## src/rtl/reorder_buffer.sv

```systemverilog
// reorder_buffer
//   Tracks up to ROB_SIZE-1 in-flight instructions (tags 1..ROB_SIZE-1; tag 0
//   means "no dependency") and retires them in program order. Results arrive
//   over two CDB ports (ALU, LSB). Retirement drives registered commit pulses.
//   A mispredicted branch or JALR raises a one-cycle flush that empties the
//   buffer.
//
// Ports
//   clk_in, rst_in (sync, active-high), rdy_in (global hold when low)
//   in_assign_enable/in_type/in_rd/in_pc/in_predict : issue from decode
//   out_tail, out_full                               : tag the next issue gets / no room
//   in_rs/rt_reorder -> out_rs/rt_ready, out_rs/rt_value : combinational operand lookup
//   in_alu_*, in_lsb_*                               : CDB result writes
//   out_commit_*                                     : registered retirement pulses
//   out_flush, out_flush_pc                          : registered redirect pulse
//
// Operator codes (in_type): 1 ADD, 2 JAL, 3 JALR, 4..9 BEQ/BNE/BLT/BGE/BLTU/BGEU,
//   10 SB, 11 SH, 12 SW, 13 LW; other codes are plain register writers.
//
// Build option: define ROB_BYPASS_EN to forward same-cycle CDB writes to the
//   operand lookup (ALU wins when both ports match the tag).
module reorder_buffer #(
  parameter int ROB_SIZE       = 16,
  parameter int OPERATOR_WIDTH = 6
) (
  input  logic                      clk_in,
  input  logic                      rst_in,
  input  logic                      rdy_in,
  input  logic                      in_assign_enable,
  input  logic [OPERATOR_WIDTH-1:0] in_type,
  input  logic [4:0]                in_rd,
  input  logic [31:0]               in_pc,
  input  logic                      in_predict,
  output logic [3:0]                out_tail,
  output logic                      out_full,
  input  logic [3:0]                in_rs_reorder,
  input  logic [3:0]                in_rt_reorder,
  output logic                      out_rs_ready,
  output logic                      out_rt_ready,
  output logic [31:0]               out_rs_value,
  output logic [31:0]               out_rt_value,
  input  logic                      in_alu_enable,
  input  logic [3:0]                in_alu_reorder,
  input  logic [31:0]               in_alu_value,
  input  logic                      in_alu_jump,
  input  logic [31:0]               in_alu_target,
  input  logic                      in_lsb_enable,
  input  logic [3:0]                in_lsb_reorder,
  input  logic [31:0]               in_lsb_value,
  output logic                      out_commit_reg_enable,
  output logic [4:0]                out_commit_rd,
  output logic [31:0]               out_commit_value,
  output logic [3:0]                out_commit_reorder,
  output logic                      out_commit_store,
  output logic                      out_flush,
  output logic [31:0]               out_flush_pc
);

  localparam logic [3:0] LAST_TAG   = 4'(ROB_SIZE - 1);
  localparam logic [4:0] FULL_COUNT = 5'(ROB_SIZE - 1);

  localparam logic [OPERATOR_WIDTH-1:0] OP_JAL  = OPERATOR_WIDTH'(2);
  localparam logic [OPERATOR_WIDTH-1:0] OP_JALR = OPERATOR_WIDTH'(3);
  localparam logic [OPERATOR_WIDTH-1:0] OP_BEQ  = OPERATOR_WIDTH'(4);
  localparam logic [OPERATOR_WIDTH-1:0] OP_BGEU = OPERATOR_WIDTH'(9);
  localparam logic [OPERATOR_WIDTH-1:0] OP_SB   = OPERATOR_WIDTH'(10);
  localparam logic [OPERATOR_WIDTH-1:0] OP_SH   = OPERATOR_WIDTH'(11);
  localparam logic [OPERATOR_WIDTH-1:0] OP_SW   = OPERATOR_WIDTH'(12);

  logic [ROB_SIZE-1:0]       busy_q, ready_q, predict_q, jump_q;
  logic [OPERATOR_WIDTH-1:0] type_q   [ROB_SIZE];
  logic [4:0]                rd_q     [ROB_SIZE];
  logic [31:0]               pc_q     [ROB_SIZE];
  logic [31:0]               value_q  [ROB_SIZE];
  logic [31:0]               target_q [ROB_SIZE];
  logic [3:0]                head_q, tail_q;
  logic [4:0]                count_q;

  logic                      do_issue, do_commit, do_flush, alu_wr, lsb_wr;
  logic [OPERATOR_WIDTH-1:0] head_type;

  function automatic logic is_store(input logic [OPERATOR_WIDTH-1:0] t);
    return (t == OP_SB) || (t == OP_SH) || (t == OP_SW);
  endfunction

  function automatic logic is_branch(input logic [OPERATOR_WIDTH-1:0] t);
    return (t >= OP_BEQ) && (t <= OP_BGEU);
  endfunction

  // Tag 0 is reserved, so pointers skip it on wrap.
  function automatic logic [3:0] next_tag(input logic [3:0] t);
    return (t == LAST_TAG) ? 4'd1 : t + 4'd1;
  endfunction

  assign out_tail = tail_q;
  assign out_full = (count_q == FULL_COUNT);

  always_comb begin
    head_type = type_q[head_q];
    do_issue  = rdy_in && in_assign_enable && !out_full;
    do_commit = rdy_in && busy_q[head_q] && ready_q[head_q];
    do_flush  = do_commit && (is_branch(head_type) || head_type == OP_JALR) &&
                (jump_q[head_q] != predict_q[head_q]);
    alu_wr    = rdy_in && in_alu_enable && (in_alu_reorder != 4'd0) && busy_q[in_alu_reorder];
    lsb_wr    = rdy_in && in_lsb_enable && (in_lsb_reorder != 4'd0) && busy_q[in_lsb_reorder];
  end

  function automatic logic [32:0] lookup(input logic [3:0] tag);
    logic [32:0] r;
    r = {ready_q[tag], value_q[tag]};
    if (tag == 4'd0) r = {1'b1, 32'd0};
`ifdef ROB_BYPASS_EN
    else if (alu_wr && in_alu_reorder == tag) r = {1'b1, in_alu_value};
    else if (lsb_wr && in_lsb_reorder == tag) r = {1'b1, in_lsb_value};
`endif
    return r;
  endfunction

  always_comb begin
    {out_rs_ready, out_rs_value} = lookup(in_rs_reorder);
    {out_rt_ready, out_rt_value} = lookup(in_rt_reorder);
  end

  always_ff @(posedge clk_in) begin
    if (rst_in) begin
      busy_q  <= '0;
      ready_q <= '0;
      jump_q  <= '0;
      for (int i = 0; i < ROB_SIZE; i++) value_q[i] <= '0;
      head_q  <= 4'd1;
      tail_q  <= 4'd1;
      count_q <= '0;
      out_commit_reg_enable <= 1'b0;
      out_commit_rd         <= '0;
      out_commit_value      <= '0;
      out_commit_reorder    <= '0;
      out_commit_store      <= 1'b0;
      out_flush             <= 1'b0;
      out_flush_pc          <= '0;
    end else begin
      // Pulses drop every cycle, including hold cycles, so a retirement is
      // never reported twice.
      out_commit_reg_enable <= 1'b0;
      out_commit_rd         <= '0;
      out_commit_value      <= '0;
      out_commit_reorder    <= '0;
      out_commit_store      <= 1'b0;
      out_flush             <= 1'b0;
      out_flush_pc          <= '0;
      if (do_flush) begin
        out_flush    <= 1'b1;
        out_flush_pc <= jump_q[head_q] ? target_q[head_q] : pc_q[head_q] + 32'd4;
        if ((head_type == OP_JAL || head_type == OP_JALR) && rd_q[head_q] != 5'd0) begin
          out_commit_reg_enable <= 1'b1;
          out_commit_rd         <= rd_q[head_q];
          out_commit_value      <= value_q[head_q];
          out_commit_reorder    <= head_q;
        end
        busy_q  <= '0;
        ready_q <= '0;
        head_q  <= 4'd1;
        tail_q  <= 4'd1;
        count_q <= '0;
      end else if (rdy_in) begin
        if (do_issue) begin
          busy_q[tail_q]    <= 1'b1;
          ready_q[tail_q]   <= is_store(in_type);
          type_q[tail_q]    <= in_type;
          rd_q[tail_q]      <= in_rd;
          pc_q[tail_q]      <= in_pc;
          predict_q[tail_q] <= in_predict;
          value_q[tail_q]   <= '0;
          jump_q[tail_q]    <= 1'b0;
          target_q[tail_q]  <= '0;
          tail_q            <= next_tag(tail_q);
        end
        if (alu_wr) begin
          ready_q[in_alu_reorder]  <= 1'b1;
          value_q[in_alu_reorder]  <= in_alu_value;
          jump_q[in_alu_reorder]   <= in_alu_jump;
          target_q[in_alu_reorder] <= in_alu_target;
        end
        if (lsb_wr) begin
          ready_q[in_lsb_reorder] <= 1'b1;
          value_q[in_lsb_reorder] <= in_lsb_value;
        end
        // Placed after the CDB writes so freeing the head always wins.
        if (do_commit) begin
          busy_q[head_q]  <= 1'b0;
          ready_q[head_q] <= 1'b0;
          head_q          <= next_tag(head_q);
          if (is_store(head_type)) begin
            out_commit_store   <= 1'b1;
            out_commit_reorder <= head_q;
          end else if (!is_branch(head_type) && rd_q[head_q] != 5'd0) begin
            out_commit_reg_enable <= 1'b1;
            out_commit_rd         <= rd_q[head_q];
            out_commit_value      <= value_q[head_q];
            out_commit_reorder    <= head_q;
          end
        end
        if (do_issue && !do_commit)      count_q <= count_q + 5'd1;
        else if (!do_issue && do_commit) count_q <= count_q - 5'd1;
      end
    end
  end

endmodule

```

## config.mk

```make
export PLATFORM = sky130hd
export DESIGN_NAME = reorder_buffer
export DESIGN_NICKNAME = d
export VERILOG_FILES = /design/src/rtl/reorder_buffer.sv
export SDC_FILE = /design/constraint.sdc
export NUM_CORES = 2
export LEC_CHECK = 0
export BUFFER_PORTS_ARGS = -buffer_cell sky130_fd_sc_hd__buf_2
export CAP_MARGIN = 0
export CORE_ASPECT_RATIO = 0.8
export CORE_MARGIN = 4
export CORE_UTILIZATION = 65
export CTS_CLUSTER_SIZE = 12
export DETAILED_ROUTE_END_ITERATION = 8
export GPL_ROUTABILITY_DRIVEN = 0
export PLACE_DENSITY = 0.8
export SYNTH_ARGS = -nofsm -noshare
export SYNTH_HDL_FRONTEND = slang
export SYNTH_SLANG_ARGS = --single-unit
```

## constraint.sdc

```tcl
create_clock -name clk_in -period 12.37 [get_ports clk_in]
set_input_delay 0 -clock clk_in [delete_from_list [all_inputs] [get_ports clk_in]]
set_output_delay 0 -clock clk_in [all_outputs]
set_load 0.01 [all_outputs]
```

==> results.toml <==
[run_status]
status = "complete, but fails checks"
violations = "max-capacitance violations, max-slew violations"

[place]
dp_worst_setup_slack_ns = 5.487
dp_hpwl_um = 155300
port_buffers = 309

[route]
ant_nets = 0
drt_iter0_markers = 10737
drt-total-wl_um = 278000
num_vias = 57697
firstDrtPassIters = 9
viasPerCell = 7.805
wl_per_cell_um = 37.61
post-route-drc-count = 0

[setup_path]
reg2reg_slack_ns = 5.43
cp_max_fo = 46
cp.required_ns = 12.74
arrival_ns = 7.31
worstSetupPathType = "reg -> reg"
max_stage_delay_ns = 1.03
worst_r2r_path_depth = 12
r2r_end = "value_q[11][2]"
slowest_stage = "or3_2"
crit_chain = "buf_4, mux4_1, a22o_1, a221oi_2, a21bo_2, o211ai_1, o21ai_4, buf_4, buf_4, a21oi_4, buf_4, or3_2"
critPathBufInv = 4
critPathLaunchType = "flip-flop"
cpLargestDelayFamily = "buffers and inverters"
critical_path.most_common_cell = "buf_4"
critPathCaptureType = "flip-flop"

[floorplan]
die_h_um = 339.3
die-width_um = 422.2
boundaryPins = 310
die_area_sq_mm = 0.1433
rows = 121
core_sq_mm = 0.1363
initial_core_util_pct = 65.47

[power_and_ir_drop]
seqPwrFrac_pct = 54.0
power_density_mw_per_mm2 = 130.3
p_sw_share_pct = 22.37
cellLeakagePower_nw = 34.55
clockPowerShare_pct = 40.2
power.switching_mw = 2.906
p_int_mw = 10.09
combPwrFrac_pct = 5.8
ir_drop_uv = 128.9

[finish]
synthToLayoutAreaGrowth_pct = 11.74
fin_nets = 5635
fillerInstances = 7942
final_common_cell = "edfxtp_1"
drive_gt1_share_pct = 28.05
layout_common_cells = "edfxtp_1, mux4_2, and2_1, buf_2, a22o_1"

[synthesis]
synthFlopType = "edfxtp_1"
postSynthCellCount = 5129
ys_seq_area_share_pct = 61.34
syn_area_sq_mm = 0.08920
synth_cell_types = 81
avgSynthCellArea_sq_um = 17.39
synth.ff_latch_count = 1869
yosys_warnings = 0
synth_edf_count = 1728
synthArstFlopShare_pct = 0

[timing]
setup-tns-final_ns = 0
setup_ws_ns = 5.432
tightest_slew_ns = 1.535
clock-skew-final_ns = 0.03281
fin_crit_ns = 6.938
setup_viol_count_final = 0
period_share_pct = 56.08
fmax_mhz = 144.1
slew_violations = 33
hold_viol_final = 0
rsz0062_at_grt = "no"
slew_headroom_pct = -2.324

[cts]
post-cts-setup-buffers = 0
clockBufferDepth = 3
cts_max_level = 4
clkLatencyLatePin_ns = 0.84
cts-root-buf = "clkbuf_16"
cts_inserted_buffers = 182
cts.clk_slew.worst_paths_ns = 0.06
cts_tree = "built"
cts.sinks = 1869

[min_path]
hold_class = "in -> reg"
min_from = "in_pc[3]"
min_path_cells = 2
holdPathEnd = "pc_q[13][3]"

[global_route]
grt.overflow.total = 0
grt_pass1_vias = 56742
grt_antenna_before_repair = 24
grt_max_degree = 154
grt_pass1_wl_um = 400600
grt_use_total_pct = 38.90

[run]
drv_cap = 1
-- worst max-delay path by stage --
stage	endpoint	slack, ns	cells after the start
after detailed placement	value_q[11][11]	5.49	12
after global routing	value_q[13][19]	5.11	11
final	value_q[11][2]	5.43	12
after floorplan	value_q[12][0]	5.50	11
after global placement	value_q[11][11]	5.51	12
after CTS	value_q[11][11]	5.49	12
-- power groups by stage --
stage / combinational [mW] / clock [mW] / sequential, mW
6_report: 0.752 / 5.22 / 7.02
2_1_floorplan: 0.411 / 0 / 7.11
4_1_cts: 0.729 / 5.24 / 7.01
5_1_grt: 0.777 / 5.54 / 7.02
3_5_place_dp: 0.677 / 0 / 7.14
3_3_place_gp: 0.669 / 0 / 7.14
-- kinds of logic after synthesis --
group | share of synthesized area, %
flip-flops | 61.34
AND/OR/NAND/NOR | 6.628
multiplexers | 21.72
AO/OA/AOI/OAI | 6.987
buffers and inverters | 2.803
XOR/XNOR | 0.3142
adder cells (fa/ha/maj) | 0.2048
other | 0.004204
-- flip-flops by register name, summed over array words and instances, names as in the netlist, named ones only --
name                   cells
pc_q                     512
count_q                    5
jump_q                    16
out_commit_rd              5
out_commit_reg_enable      1
value_q                  512
out_commit_value          32
type_q                    96
rd_q                      80
out_flush                  1
target_q                 512
out_flush_pc              32
out_commit_store           1
busy_q                    16
out_tail                   4
out_commit_reorder         4
head_q                     4
predict_q                 16
ready_q                   16
-- final cells by class --
class                           instances  area [sq um]  area share, %
Clock inverter                         32         442.9         0.4444
Multi-Input combinational cell       2768         32750          32.85
Timing Repair Buffer                  614          4387          4.401
Tap cell                             1783          2231          2.238
Antenna cell                           22         55.05        0.05523
Sequential cell                      1869         54730          54.91
Clock buffer                          281          4991          5.007
Inverter                               23         93.84        0.09415
-- layer usage --
| metal | up-vias | share of wire, % | global-route usage, % |
|---|---|---|---|
| li1 | 21885 | - | - |
| met1 | 28961 | 33 | 53.53 |
| met2 | 5787 | 44 | 55.85 |
| met3 | 1054 | 17 | 15.39 |
| met4 | 10 | 5.5 | 17.24 |
| met5 | - | 0.026 | 0 |
-- per-stage QoR --
step / cell area [sq um] / hold slack, ns / power, mW / std cells / utilization, %
floorplan: 89440 / 0.09887 / 7.524 / 5192 / -
global placement: 92260 / 0.3662 / 7.805 / 6865 / 67.71
detailed placement: 92260 / 0.3822 / 7.819 / 6865 / 67.71
CTS: 99620 / 0.04278 / 12.97 / 7370 / 73.11
global route: 99650 / 0.08813 / 13.33 / 7383 / 73.13
finish: 99670 / 0.09226 / 12.99 / 7392 / 73.15
-- synth_stat cells (all sizes together) (8+ instances only) --
cell,instances,area (sq um)
nor2,147,551.8
and3,112,700.7
buf,173,1066
nor4,16,118.9
nand2b,12,75.07
inv,23,86.33
or2,13,81.33
mux4,824,18640
and2,418,2615
a32o,185,1852
nor3,42,210.2
xnor2,24,210.2
nand3,45,230.2
edfxtp,1728,51890
nor2b,107,669.4
a22o,297,2601
a21oi,47,242.7
o21ai,46,237.7
a22oi,27,202.7
a211oi,35,337.8
nand2,78,292.8
a311oi,9,78.83
nand4,8,62.56
dfxtp,141,2823
a31oi,17,106.4
a221oi,24,254.0
xor2,8,70.07
or3,18,117.6
clkbuf,359,1348
or4,11,82.58
ha,13,162.7
mux2i,71,710.7
-- what timing repair did --
item,CTS,global route
hold endpoints to repair,1710,0
gates resized for setup,0,0
hold buffers,192,0
Power figures use the tool's default switching activity.
